## config.mk

```make
export PLATFORM = sky130hd
export DESIGN_NAME = aska_spi_regfile
export DESIGN_NICKNAME = d
export VERILOG_FILES = /design/src/rtl/aska_spi_pkg.sv /design/src/rtl/aska_spi_regfile_sync_edge.sv /design/src/rtl/aska_spi_regfile.sv
export SDC_FILE = /design/constraint.sdc
export NUM_CORES = 1
export LEC_CHECK = 0
export ABC_AREA = 0
export BUFFER_PORTS_ARGS = -buffer_cell sky130_fd_sc_hd__buf_2
export CORE_UTILIZATION = 44
export DETAILED_ROUTE_END_ITERATION = 10
export PLACE_DENSITY = 0.7
export SLEW_MARGIN = 30
export SYNTH_ARGS = -nofsm -noshare
export SYNTH_HDL_FRONTEND = slang
export SYNTH_SLANG_ARGS = --single-unit
```

## constraint.sdc

```tcl
create_clock -name clk -period 2.2 [get_ports clk]
set_clock_uncertainty 0.1 [all_clocks]
set_input_delay 0.22 -clock clk [delete_from_list [all_inputs] [get_ports clk]]
set_output_delay 0.22 -clock clk [all_outputs]
set_load 0.05 [all_outputs]
```

## src/rtl/aska_spi_pkg.sv

```systemverilog
// Shared constants, FSM state type and counter sizing for the ASKA SPI register file.
// Pure declarations; no logic, no latency.
package aska_spi_pkg;

  localparam int CMD_W  = 8;
  localparam int RW_BIT = 7;

  typedef enum logic [1:0] {
    IDLE = 2'd0,
    CMD  = 2'd1,
    DATA = 2'd2
  } state_e;

  // Counter must reach 8+M+1 (saturation value) without wrapping.
  function automatic int bcnt_width(input int m);
    return $clog2(CMD_W + m + 2);
  endfunction

endpackage

```

## src/rtl/aska_spi_regfile_sync_edge.sv

```systemverilog
// 2-FF synchroniser with registered rise/fall pulses for one asynchronous SPI pin.
// Pulse appears 3 clk cycles after the pin edge; no backpressure.
module spi_sync_edge #(
  parameter logic RST_VAL = 1'b0
) (
  input  logic clk,
  input  logic reset,
  input  logic d_in,
  output logic rise,
  output logic fall
);

  logic s1_q, s2_q, prev_q, rise_q, fall_q;
  logic s1_d, s2_d, prev_d, rise_d, fall_d;

  always_comb begin
    s1_d   = d_in;
    s2_d   = s1_q;
    prev_d = s2_q;
    rise_d = s2_q & ~prev_q;
    fall_d = ~s2_q & prev_q;
  end

  always_ff @(posedge clk) begin
    if (reset) begin
      s1_q   <= RST_VAL;
      s2_q   <= RST_VAL;
      prev_q <= RST_VAL;
      rise_q <= 1'b0;
      fall_q <= 1'b0;
    end else begin
      s1_q   <= s1_d;
      s2_q   <= s2_d;
      prev_q <= prev_d;
      rise_q <= rise_d;
      fall_q <= fall_d;
    end
  end

  assign rise = rise_q;
  assign fall = fall_q;

endmodule

```

## src/rtl/aska_spi_regfile.sv

```systemverilog
// Oversampled mode-0 SPI slave holding NREG x M configuration registers with read-back.
// Commit/error 4 clk after CS rising pin edge; MISO valid 4 clk after SCK falling; no backpressure.
module aska_spi_regfile
  import aska_spi_pkg::*;
#(
  parameter int M    = 32,
  parameter int NREG = 4
) (
  input  logic              clk,
  input  logic              reset,
  input  logic              SPI_CS,
  input  logic              SPI_Clk,
  input  logic              SPI_MOSI,
  output logic              SPI_MISO,
  output logic [NREG*M-1:0] regs,
  output logic [NREG-1:0]   wr_strobe,
  output logic              frame_err
);

  localparam int BW = bcnt_width(M);
  localparam logic [BW-1:0] BCNT_CMD  = BW'(CMD_W);
  localparam logic [BW-1:0] BCNT_FULL = BW'(CMD_W + M);
  localparam logic [BW-1:0] BCNT_MAX  = BW'(CMD_W + M + 1);
  localparam logic [BW-1:0] TX_FIRST  = BW'(CMD_W + 1);
  localparam logic [BW-1:0] TX_LAST   = BW'(CMD_W + M - 1);

  logic cs_rise, cs_fall, sck_rise, sck_fall;

  // CS idles high, so its synchroniser resets high to avoid a phantom edge.
  spi_sync_edge #(.RST_VAL(1'b1)) u_cs_sync (
    .clk   (clk),
    .reset (reset),
    .d_in  (SPI_CS),
    .rise  (cs_rise),
    .fall  (cs_fall)
  );

  spi_sync_edge #(.RST_VAL(1'b0)) u_sck_sync (
    .clk   (clk),
    .reset (reset),
    .d_in  (SPI_Clk),
    .rise  (sck_rise),
    .fall  (sck_fall)
  );

  logic mosi_s1_q, mosi_s2_q, mosi_s1_d, mosi_s2_d;

  always_comb begin
    mosi_s1_d = SPI_MOSI;
    mosi_s2_d = mosi_s1_q;
  end

  state_e            state_q, state_d;
  logic [BW-1:0]     bcnt_q, bcnt_d;
  logic [M-1:0]      rx_shift_q, rx_shift_d;
  logic [M-1:0]      tx_shift_q, tx_shift_d;
  logic [CMD_W-1:0]  cmd_q, cmd_d;
  logic [M-1:0]      regs_q [NREG];
  logic [M-1:0]      regs_d [NREG];
  logic [NREG-1:0]   wr_strobe_q, wr_strobe_d;
  logic              frame_err_q, frame_err_d;

  logic [6:0]        new_addr;
  logic [M-1:0]      rd_word;
  logic              addr_ok;
  logic              frame_ok;

  // Address of the command completing on this SCK edge, used to preload the read word.
  always_comb begin
    new_addr = {rx_shift_q[5:0], mosi_s2_q};
    rd_word  = '0;
    for (int k = 0; k < NREG; k++) begin
      if (new_addr == 7'(k)) rd_word = regs_q[k];
    end
  end

  always_comb begin
    addr_ok  = ({1'b0, cmd_q[6:0]} < 8'(NREG));
    frame_ok = (bcnt_q == BCNT_FULL) && addr_ok;
  end

  always_comb begin
    state_d     = state_q;
    bcnt_d      = bcnt_q;
    rx_shift_d  = rx_shift_q;
    tx_shift_d  = tx_shift_q;
    cmd_d       = cmd_q;
    regs_d      = regs_q;
    wr_strobe_d = '0;
    frame_err_d = 1'b0;

    if (cs_rise) begin
      // An empty CS pulse ends silently; anything else commits or errors.
      if (state_q != IDLE && bcnt_q != '0) begin
        if (!frame_ok) begin
          frame_err_d = 1'b1;
        end else if (!cmd_q[RW_BIT]) begin
          for (int k = 0; k < NREG; k++) begin
            if (cmd_q[6:0] == 7'(k)) begin
              regs_d[k]      = rx_shift_q;
              wr_strobe_d[k] = 1'b1;
            end
          end
        end
      end
      state_d = IDLE;
    end else if (cs_fall) begin
      state_d    = CMD;
      bcnt_d     = '0;
      rx_shift_d = '0;
      tx_shift_d = '0;
      cmd_d      = '0;
    end else if (state_q != IDLE) begin
      if (sck_rise) begin
        rx_shift_d = {rx_shift_q[M-2:0], mosi_s2_q};
        if (bcnt_q != BCNT_MAX) bcnt_d = bcnt_q + BW'(1);
        if (bcnt_q == BCNT_CMD - BW'(1)) begin
          cmd_d      = {rx_shift_q[CMD_W-2:0], mosi_s2_q};
          state_d    = DATA;
          tx_shift_d = cmd_d[RW_BIT] ? rd_word : '0;
        end
      end else if (sck_fall && state_q == DATA &&
                   bcnt_q >= TX_FIRST && bcnt_q <= TX_LAST) begin
        tx_shift_d = {tx_shift_q[M-2:0], 1'b0};
      end
    end
  end

  always_ff @(posedge clk) begin
    if (reset) begin
      mosi_s1_q   <= 1'b0;
      mosi_s2_q   <= 1'b0;
      state_q     <= IDLE;
      bcnt_q      <= '0;
      rx_shift_q  <= '0;
      tx_shift_q  <= '0;
      cmd_q       <= '0;
      regs_q      <= '{default: '0};
      wr_strobe_q <= '0;
      frame_err_q <= 1'b0;
    end else begin
      mosi_s1_q   <= mosi_s1_d;
      mosi_s2_q   <= mosi_s2_d;
      state_q     <= state_d;
      bcnt_q      <= bcnt_d;
      rx_shift_q  <= rx_shift_d;
      tx_shift_q  <= tx_shift_d;
      cmd_q       <= cmd_d;
      regs_q      <= regs_d;
      wr_strobe_q <= wr_strobe_d;
      frame_err_q <= frame_err_d;
    end
  end

  always_comb begin
    regs = '0;
    for (int k = 0; k < NREG; k++) begin
      regs[k*M +: M] = regs_q[k];
    end
  end

  assign wr_strobe = wr_strobe_q;
  assign frame_err = frame_err_q;
  assign SPI_MISO  = (state_q == DATA) && cmd_q[RW_BIT] && tx_shift_q[M-1];

endmodule

```

==> results by group <==
Status
  – Status: finished with violations
  – Failing checks: negative setup slack

Synth
  – YS warnings: 0
  – Leading post-synthesis cells by cell area: dfxtp_1, mux2i_1, nor2_1
  – Count leader, synth: dfxtp_1
  – Post-synthesis compound-gate area fraction: 0.1103
  – Synth Area in Adders: 0.005134
  – Seq cells post-synth: 225
  – Post-Syn Area: 9748 um2
  – Synth cell types: 47
  – Yosys top cell area share: 0.4621
  – Number of enable flip-flop cells after synthesis: 0
  – Post-synthesis sequential area ratio: 0.4621
  – Post-Synth XOR/XNOR Area: 0.002695
  – Mux cell area share after synthesis: 0.2077
  – Largest family of logic cells by synthesized area: multiplexers
  – Synth area leader: dfxtp_1
  – Asr flop ratio synth: 0
  – Post-synth top flop: dfxtp_1
  – Mapped Nets: 1,013
  – Cells after synthesis: 1,004
  – Avg Cell Area, Syn: 9.709 um2
  – Top cells by count, synth: dfxtp_1, mux2i_1, nor2_1
  – Synth Area in Simple Gates: 0.1607

Die
  – Initial Utilization: 0.4481
  – DIE AREA: 22,750 um2
  – Number of I/O pins: 139
  – Row Count: 54
  – Die Y-Extent: 150.8 um
  – DIE WIDTH: 150.8 um
  – CORE AREA: 21,760 um2

STA
  – Final Hold Viols: 0
  – Period minus WS final: 2463 ps
  – Relative slew slack: 0.7038
  – RSZ-0062 raised after global routing: true
  – Setup-failing EPs final: 128
  – Measured slew at the worst slew-check pin: 444.3 ps
  – Fin. max-slew vios: 0
  – Setup Total Neg Slack: -19,900 ps
  – Setup ws final: -262.9 ps
  – Fin crit share: 1.120
  – Fmax: 0.4060 GHz

Power and ir drop
  – Psw: 0.001814 W
  – Internal power: 0.006694 W
  – Clk pwr share: 0.494
  – Total power after layout: 0.008508 W
  – Seq pwr share: 0.481
  – Leakage Power: 5.250 nW
  – Pwr per Cell Area: 694.4 nW/um2
  – Logic pwr share: 0.025
  – Sw Ratio: 0.2133
  – Max IR drop VDD: 0.6721 mV

Global routing
  – Largest net degree at the start of global routing: 92
  – Vias in the first global route: 7,370
  – Antenna violations before repair: 0
  – First-pass GRT wire length: 39.37 mm
  – Overflow after GRT: 0
  – GRT Util Overall: 0.2184

Routing
  – DR iter-0 viols: 504
  – WL per Instance: 17.50 um
  – # DRC: 0
  – Via-to-Cell Ratio: 5.406
  – Vias post-DR: 7,920
  – ANT nets after route: 0
  – WL final: 25.63 mm
  – Detailed-router iteration count before antenna repair: 5

Critical path
  – Most numerous cell on the critical path: or3_4
  – Crit start category: register
  – Crit-path max FO: 6
  – Critical Path AT: 2750 ps
  – Cell family with most CP delay: simple AND/OR/NAND/NOR gates
  – CP endpoint kind: register
  – CP bufs+invs: 2
  – Setup slack, reg-to-reg: -260 ps
  – Cells along the critical path: or4_4 > or3_4 > or3_4 > buf_12 > buf_16 > mux2i_1 > nor2_1
  – CP Data Required Time: 2490 ps
  – Max stage delay on crit path: 520 ps
  – Max stage delay cell, worst path: or4_4
  – Kind of critical path: register to register

Placed design
  – RD Place Congestion: 0.8220
  – Dpl hpwl: 15.87 mm
  – PortBufs: 138

Clocking
  – Clk buf depth: 3
  – CTS Sinks: 225
  – Clock latency on the worst-skew pair: 520 ps
  – Clock Tree Root: clkbuf_16
  – CTS tree: built
  – H-Tree Depth: 1
  – TritonCTS buffer count: 26
  – CTS clk-pin slew, worst paths: 60 ps

Hold path
  – Hold/Removal Path Class: register to register

Cells and area
  – # diodes: 0
  – Layout cells sized above 1: 0.2684
  – Area Growth Syn to Fin: 25.70%
  – # nets final: 1,175

Job
  – Max_cap viols: 0
## logic make-up (layout without fill, tap and decap cells)
| group | after synthesis | after routing |
|---|---|---|
| AND/OR/NAND/NOR | 339 | 339 |
| flip-flops | 225 | 225 |
| multiplexers | 201 | 201 |
| AO/OA/AOI/OAI | 144 | 144 |
| buffers and inverters | 88 | 269 |
| adder cells (fa/ha/maj) | 4 | 4 |
| XOR/XNOR | 3 | 3 |
## what timing repair did
| item | CTS | global route |
|---|---|---|
| cloned | 7 | 4 |
| hold endpoints to repair | 31 | 0 |
| pin swaps | 4 | 12 |
| endpoints found under the setup margin | 132 | 131 |
| setup buffers | 9 | 2 |
| hold buffers | 5 | 0 |
| gates resized for setup | 36 | 17 |
## power by group through the flow
stage	sequential, W	combinational (W)	clock (W)
finish	0.00410	0.000210	0.00420
global route	0.00409	0.000224	0.00445
CTS	0.00410	0.000209	0.00427
detailed placement	0.00418	0.000199	0
global placement	0.00418	0.000199	0
floorplan	0.00418	0.000147	0
## metal layers
| layer | global-route usage | routed length, um | vias to the layer above |
|---|---|---|---|
| met5 | 0 | 0 | - |
| met4 | 0.06250 | 538 | 0 |
| met3 | 0.02590 | 1394 | 41 |
| met2 | 0.3564 | 12010 | 232 |
| met1 | 0.3024 | 11690 | 3808 |
| li1 | - | - | 3839 |
## layout by cell type (no fill, tap or decap), types with 5 or more instances in the layout
master,synthesis,final
clkbuf_8,3,5
nor2b_1,14,14
a21oi_1,36,35
buf_4,3,38
buf_6,10,9
nand2_1,78,78
nand2b_1,34,34
dlygate4sd3_1,1,5
buf_12,3,13
mux2i_2,0,6
nor2_1,152,152
nor3_1,6,5
buf_2,0,137
o221a_2,31,31
nand3_1,25,25
mux2i_1,200,194
dfxtp_1,225,220
a31oi_1,5,5
clkbuf_16,0,31
buf_16,0,5
clkbuf_1,52,8
o2bb2ai_1,31,31
o21ai_0,32,32
## final timing paths
check            startpoint  cells past startpoint          endpoint
min          u_cs_sync.s1_q                      1  u_cs_sync.prev_d
max                cmd_q[2]                      7         regs[112]
max reg2reg        cmd_q[2]                      7         regs[112]
min reg2reg  u_cs_sync.s1_q                      1  u_cs_sync.prev_d
## registers in the layout, indices dropped and copies added, names as in the netlist
signal             count
regs                 128
rx_shift_q            32
tx_shift_q            32
cmd_q                  8
bcnt_q                 6
wr_strobe              4
state_q                2
frame_err              1
mosi_s1_q              1
mosi_s2_q              1
u_cs_sync.fall         1
u_cs_sync.prev_d       1
u_cs_sync.prev_q       1
u_cs_sync.rise         1
u_cs_sync.s1_q         1
u_sck_sync.fall        1
u_sck_sync.prev_d      1
u_sck_sync.prev_q      1
u_sck_sync.rise        1
u_sck_sync.s1_q        1
## worst register-to-register path, delay by kind of cell, from the launching register on
family,cells,cell delay (ps)
buffers and inverters,2,300
and+or+nand+nor,4,1450
muxes,1,170
DFF,1,320
## final cells by class
cell class	instances	area [um2]
clock buffer	40	774.5
clock inverter	7	70.07
fill	1896	9503
inverter	7	26.28
multi-input combinational	691	4838
sequential	225	4513
tap	280	350.3
timing repair buffer	215	1680
## per-stage QoR
stage	worst slack (ps)	area (um2)	hold WS, ps	instances	utilization
6_report	-262.9	12250	307.9	1465	0.5632
5_1_grt	-322.8	12250	317.6	1465	0.5632
4_1_cts	-190.1	12150	310.6	1462	0.5583
3_5_place_dp	-213.3	10860	293.9	1394	0.4991
3_3_place_gp	-172.3	10860	291.6	1394	0.4991
2_1_floorplan	-140.5	9764	223.8	1004	-
Note: power is estimated with default switching activity, not from simulation.
